[config.mk]
export PLATFORM = sky130hd
export DESIGN_NAME = util_cpack2_timestamp
export DESIGN_NICKNAME = d
export VERILOG_FILES = /design/src/rtl/util_cpack2_timestamp.sv
export SDC_FILE = /design/constraint.sdc
export NUM_CORES = 2
export LEC_CHECK = 0
export CAP_MARGIN = 10
export CORE_MARGIN = 4
export CORE_UTILIZATION = 40
export DETAILED_ROUTE_END_ITERATION = 7
export MAX_ROUTING_LAYER = met4
export PLACE_DENSITY = 0.64
export SLEW_MARGIN = 15
export SYNTH_ARGS = -nofsm -noshare
export SYNTH_HDL_FRONTEND = slang
export SYNTH_SLANG_ARGS = --single-unit
[constraint.sdc]
create_clock -name adc_clk -period 15 [get_ports adc_clk]
set_clock_uncertainty 0.15 [all_clocks]
set_input_delay 3 -clock adc_clk [delete_from_list [all_inputs] [get_ports adc_clk]]
set_output_delay 3 -clock adc_clk [all_outputs]
set_load 0.01 [all_outputs]
[src/rtl/util_cpack2_timestamp.sv]
// Packed-ADC FIFO that inserts a 64-bit timestamp header word ahead of every block of data words.
// Optional macro CPACK2_TIMESTAMP_DROP_FLAG_EN puts a sticky "words dropped" flag in header bit 63.
module util_cpack2_timestamp #(
  parameter int unsigned NUM_OF_CHANNELS     = 4,
  parameter int unsigned SAMPLES_PER_CHANNEL = 1,
  parameter int unsigned SAMPLE_DATA_WIDTH   = 16,
  parameter int unsigned FIFO_DEPTH          = 16
) (
  input  logic                                                          adc_clk,
  input  logic                                                          reset,
  input  logic                                                          xfer_req,
  input  logic [63:0]                                                   timestamp,
  input  logic [31:0]                                                   timestamp_every,
  input  logic                                                          s_axis_valid,
  input  logic [NUM_OF_CHANNELS*SAMPLES_PER_CHANNEL*SAMPLE_DATA_WIDTH-1:0] s_axis_data,
  output logic                                                          m_axis_valid,
  input  logic                                                          m_axis_ready,
  output logic [NUM_OF_CHANNELS*SAMPLES_PER_CHANNEL*SAMPLE_DATA_WIDTH-1:0] m_axis_data,
  output logic                                                          overflow
);

  localparam int unsigned W  = NUM_OF_CHANNELS * SAMPLES_PER_CHANNEL * SAMPLE_DATA_WIDTH;
  localparam int unsigned AW = $clog2(FIFO_DEPTH);
  localparam int unsigned CW = AW + 1;

  logic [W-1:0]  mem [FIFO_DEPTH];
  logic [AW-1:0] wr_ptr;
  logic [AW-1:0] rd_ptr;
  logic [CW-1:0] count;
  logic [31:0]   blk_cnt;
  logic [31:0]   every_q;
  logic          valid_q;
  logic          ovf_q;

  logic [31:0]   eff_every_c;
  logic [31:0]   blk_inc_c;
  logic [31:0]   blk_cnt_nxt_c;
  logic [CW-1:0] free_c;
  logic [CW-1:0] wr_num_c;
  logic [CW-1:0] count_nxt_c;
  logic [AW-1:0] wr_ptr_p1_c;
  logic [AW-1:0] wr_ptr_nxt_c;
  logic [AW-1:0] rd_ptr_nxt_c;
  logic          hdr_due_c;
  logic          space_ok_c;
  logic          wr_c;
  logic          drop_c;
  logic          pop_c;
  logic [W-1:0]  hdr_word_c;

  // Block length is re-sampled only while the counter sits at 0 (wrap, drop or idle).
  always_comb begin
    eff_every_c   = (blk_cnt == 32'd0) ? timestamp_every : every_q;
    hdr_due_c     = (eff_every_c != 32'd0) && (blk_cnt == 32'd0);
    free_c        = CW'(FIFO_DEPTH) - count;
    space_ok_c    = hdr_due_c ? (free_c >= CW'(2)) : (free_c != CW'(0));
    pop_c         = valid_q && m_axis_ready;
    wr_c          = xfer_req && s_axis_valid && space_ok_c;
    drop_c        = xfer_req && s_axis_valid && !space_ok_c;
    blk_inc_c     = blk_cnt + 32'd1;
    blk_cnt_nxt_c = blk_cnt;
    if (!xfer_req || drop_c || (eff_every_c == 32'd0)) begin
      blk_cnt_nxt_c = 32'd0;
    end else if (wr_c) begin
      blk_cnt_nxt_c = (blk_inc_c >= eff_every_c) ? 32'd0 : blk_inc_c;
    end
    wr_num_c      = wr_c ? (hdr_due_c ? CW'(2) : CW'(1)) : CW'(0);
    count_nxt_c   = count + wr_num_c - (pop_c ? CW'(1) : CW'(0));
    wr_ptr_p1_c   = wr_ptr + AW'(1);
    wr_ptr_nxt_c  = wr_ptr + AW'(wr_num_c);
    rd_ptr_nxt_c  = pop_c ? (rd_ptr + AW'(1)) : rd_ptr;
  end

  // Control state; space checks above use the occupancy before this cycle's pop.
  always_ff @(posedge adc_clk) begin
    if (reset) begin
      wr_ptr  <= '0;
      rd_ptr  <= '0;
      count   <= '0;
      blk_cnt <= '0;
      every_q <= '0;
      valid_q <= 1'b0;
      ovf_q   <= 1'b0;
    end else begin
      wr_ptr  <= wr_ptr_nxt_c;
      rd_ptr  <= rd_ptr_nxt_c;
      count   <= count_nxt_c;
      blk_cnt <= blk_cnt_nxt_c;
      every_q <= eff_every_c;
      valid_q <= (count_nxt_c != CW'(0));
      ovf_q   <= drop_c;
    end
  end

  // Storage; a header cycle writes two consecutive entries.
  always_ff @(posedge adc_clk) begin
    if (!reset && wr_c) begin
      if (hdr_due_c) begin
        mem[wr_ptr]      <= hdr_word_c;
        mem[wr_ptr_p1_c] <= s_axis_data;
      end else begin
        mem[wr_ptr] <= s_axis_data;
      end
    end
  end

`ifdef CPACK2_TIMESTAMP_DROP_FLAG_EN
  logic drop_flag;
  logic ts_msb_unused;

  assign ts_msb_unused = timestamp[63];

  // Sticky until the next header reports it.
  always_ff @(posedge adc_clk) begin
    if (reset) begin
      drop_flag <= 1'b0;
    end else if (drop_c) begin
      drop_flag <= 1'b1;
    end else if (wr_c && hdr_due_c) begin
      drop_flag <= 1'b0;
    end
  end

  assign hdr_word_c = W'({drop_flag, timestamp[62:0]});
`else
  assign hdr_word_c = W'(timestamp);
`endif

  assign m_axis_valid = valid_q;
  assign m_axis_data  = valid_q ? mem[rd_ptr] : '0;
  assign overflow     = ovf_q;

endmodule

---- After elaboration in Yosys (flattened, before gate mapping) ----
Memory sizes are Yosys's and may differ from the RTL's. A register that Yosys moved wholly into a read port is not among the register bits.
Index checks and enable logic that the tools add are counted.
W data, S select, Z words.
cells by class
  $add $sub $neg .......................... 7
  order comparisons ....................... 2
  multiplexer cells ....................... 16
  bitwise logic cells ..................... 1
  reduce and logical (&&, ||, !) cells .... 17
operators with widths
  cell                     count
  $mux W64                 2
  $logic_not A32 Y1        2
  $mux W32                 2
  $add A32 B1 Y32 const B  1
  $ge A32 B32 Y1           1
  $reduce_bool A32 Y1      1
  $reduce_bool A5 Y1       2
  $add A4 B1 Y4 const B    2
  $mux W1                  8
  $mux W4                  2
  $logic_and A1 B1 Y1      6
  $add A5 B2 Y5            1
  $ge A5 B2 Y1 const B     1
  $sub A5 B1 Y5            1
  $sub A5 B5 Y5 const A    1
  $add A4 B2 Y4            1
  $mux W2                  2
  $logic_not A1 Y1         3
  $logic_or A1 B1 Y1       2
  $reduce_or A2 Y1         1
  $or A1 B1 Y1             1
word-level totals
  flip-flop bits (word level) ............. 79
  bits in writable memories ............... 1,024
  output and inout port bits .............. 66
  word-level logic and storage cells ...... 51
  memories ................................ 1
memories
  name  words  bits a word  rd ports  clocked after memory_dff  write ports  line  source
  mem   16     64           1         1                         2            26    logic [W-1:0] mem [FIFO_DEPTH];

---- Logic depth before layout (Yosys ltp) ----
  depth in word-level cells ............... 10
  depth in mapped cells ................... 18
  depth with buffers taken out ............ 17

---- Least setup slack after synthesis ----
OpenSTA, ideal clock, no wires.
  path kind ............................... in2reg
  start ................................... input port timestamp_every[8]
  end ..................................... memory mem[0][0] (netlist bit), enable pin
  setup time .............................. 0.575 ns
  data arrival time ....................... 8.610 ns
  data required time ...................... 14.275 ns
  setup slack ............................. 5.666 ns
  stages on the path ...................... 6
  cells stage by stage .................... nor4_1 -> and4_1 -> a211oi_4 -> mux2_2 -> nand4_1 -> o21ai_0
RTL lines
  what                line  source
  start: declaration  13    input logic [31:0] timestamp_every,
  end: declaration    26

==> results.md <==
* Fmax at approximately 0.12 GHz
* Number of I/O port buffers at 230
* Fin. Hold Viols at 0
* Synth top area cells: edfxtp_1 (54%), mux2_2 (17%), mux4_2 (13%), dfxtp_1 (2.9%), mux2_1 (2.2%)
* Commonest non-fill, non-tap cells in the layout: edfxtp_1 (1024), mux2_2 (855), mux4_2 (320)
* CTS Hold Bufs at 0
* # nets final at ~3700
* Sequential area share after synthesis at 56.6%
* Peak supply drop at a little under 0.0001 V
* # DRC at 0
* Synth Flop Type: edfxtp_1
* Layout fillers at roughly 12000
* Simple-gate share of the synthesized area at 3.20%
* Pwr/cell area at 118 mW/mm2
* Syn Nets at 3603
* Max Root-Sink Buffers at 3
* Post-synth cell types at 61
* Initial antenna violation count at 28
* Die Span Y at 386 um
* Clock network fraction of total power at 37.3%
* Startpoint Class: flip-flop
* CTS sink count at 1107
* CTS tree: done
* Commonest non-fill, non-tap cell in the layout: edfxtp_1
* Drt pass-1 iters at 5
* Worst EP required at 11.85 ns
* Hold Crit Class: flip-flop to flip-flop
* CTS Buf Count at 119
* Avg Inst Size Synth at 16.9 um2
* First-pass GRT wire length at 235 mm
* Io pins at 231
* P_leak at 21.0 nW
* Cell internal pwr at roughly 5.7 mW
* Worst hold start: blk_cnt[12]
* Max-cap viol count at 0
* Post-CTS resize count at 0
* WP data arrival at approximately 5.1 ns
* Switching share of power at 25.3%
* All-Layer GR Usage at between 20% and 30%
* Slowest-stage cell, CP: buf_4
* Sequential share of power at 45.8%
* Layout area overhead at 13.1%
* # setup viols final at 0
* Via count at 32100
* Die X at 386 um
* Post-CTS setup buffer count at 0
* DR iter-0 viols at 2839
* Post-Synth XOR/XNOR Area at 0.642%
* Root Buffer: clkbuf_16
* Comb pwr share at ~17%
* Via density at 5.84
* Routed WL per cell at 29.4 um
* Core Rows at 138
* Synth area leader: edfxtp_1
* Worst skew pair latency at between 0.7 and 0.8 ns
* Period utilisation layout at 55.0%
* Post-Synth Adder-Cell Area at under 10%
* Setup CP Type: flip-flop to output pin
* Pin count of the biggest net entering global routing at between 50 and 60
* Max transition margin at approximately 18%
* Layout cells sized above 1 at 42.6%
* Gpl congestion at between 0.7 and 0.8
* Slowest stage delay, CP at 0.84 ns
* Fin crit period at 8.25 ns
* Final setup margin at between 6 and 7 ns
* Congestion Overflow GR at 0
* DP Wirelength at approximately 88 mm
* Unrepaired setup endpoints after global routing: no
* Sw Pwr at 1.93 mW
* Compound-Gate Fraction of Synth Area at 1.50%
* Post-synth EDFFs at 1024
* Slew Limit Fails at 0
* Synth async-reset ratio at 0%
* Reg2reg start: blk_cnt[0]
* Worst-path cell chain: buf_4 > buf_4 > mux4_2 > mux4_2 > and2_1 > clkdlybuf4s50_1
* Total routed wirelength at between 150 and 200 mm
* Yosys warns at 0
* TNS Setup at 0 ns
* Status: completed
* ANT nets after route at 0
* H-tree Lvls at 3
* Clock-pin slew on the worst setup and hold paths at 0.06 ns
* Cell area after synthesis at 0.0573 mm2
* Starting Density at 40.3%
* Slew @ Worst Pin at 1.23 ns
* Maximum net fanout on the critical path at between 40 and 50
* Mux contribution to synthesized area at 33.8%
* Synth Register Bits at 1107
* Critical Path Sink Type: output pin
* Synth top area share at 53.7%
* Largest family of logic cells by synthesized area: multiplexers
* Die area at 0.149 mm2
* Post-Syn Instances at 3390
* DP Worst Slack at 6.70 ns
* Core Area at approximately 0.14 mm2
* Vias in the first global route at 33100
path summary, 6_finish.rpt:
kind / end / slack (ns) / cells past startpoint
min reg2reg: blk_cnt[12] / 0.35 / 2
max reg2reg: blk_cnt[27] / 9.25 / 15
min: blk_cnt[12] / 0.35 / 2
max: m_axis_data[10] / 6.75 / 6
synthesized netlist by cell type (31+ instances only):
library cell and n:
ha_1 46, edfxtp_1 1024, buf_6 55, clkbuf_1 210, dfxtp_1 83, mux2i_1 34
mux4_2 320, nor2_1 81, nand3_1 32, mux2_4 60, and2_1 67, buf_2 50
a21oi_1 36, nand2_1 47, mux2_1 111, mux2_2 855, xnor2_1 31
area by class of cell:
type                       count  area [um2]  share of cell area [%]
antenna                       22        55.1                  0.0850
inverter                      23        86.3                   0.133
clock inverter                62         539                   0.833
tap                         1890        2360                    3.65
sequential                  1107       32400                    50.1
multi-input combinational   1919       23200                    35.9
timing repair buffer         308        2880                    4.45
clock buffer                 157        3160                    4.88
routing by layer:
layer / up-vias / track usage, % / share of wire (%)
met5: - / - / 0
met3: 217 / 3.30 / 6.0
met2: 996 / 36.3 / 50
met4: 0 / 5.49 / 2.0
met1: 17100 / 29.2 / 42
li1: 13800 / - / -
critical path, delay by kind of cell (launching register included):
family / cells / cell delay, ns
flip-flops: 1 / 0.76
buffers and inverters: 3 / 2.15
AND/OR/NAND/NOR: 1 / 0.19
multiplexers: 2 / 1.17
power by group through the flow:
stage	sequential [mW]	clock, mW	combinational (mW)
finish	3.50	2.85	1.29
global route	3.51	3.04	1.39
CTS	3.51	2.91	1.31
detailed placement	3.57	0	1.31
global placement	3.57	0	1.30
floorplan	3.54	0	0.882
logic make-up after synthesis:
group | Yosys count
AND/OR/NAND/NOR | 333
buffers and inverters | 364
XOR/XNOR | 42
multiplexers | 1381
flip-flops | 1107
AO/OA/AOI/OAI | 115
adder cells (fa/ha/maj) | 48
flip-flops by register name, summed over array words and instances, names as in the netlist, named ones only:
register	count
blk_cnt	32
count	5
every_q	32
m_axis_valid	1
mem	1024
overflow	1
rd_ptr	4
wr_ptr	4
per-stage QoR:
| step | utilization (%) | cell area, um2 | std cells | hold WS, ns | total power [mW] |
|---|---|---|---|---|---|
| after detailed placement | 43.0 | 61000 | 5247 | 0.342 | 4.88 |
| after floorplan | - | 57300 | 3390 | 0.316 | 4.42 |
| after global routing | 45.6 | 64700 | 5483 | 0.391 | 7.94 |
| after CTS | 45.6 | 64700 | 5466 | 0.350 | 7.73 |
| final | 45.6 | 64800 | 5488 | 0.352 | 7.65 |
| after global placement | 43.0 | 61000 | 5247 | 0.331 | 4.87 |
Power figures use the tool's default switching activity.
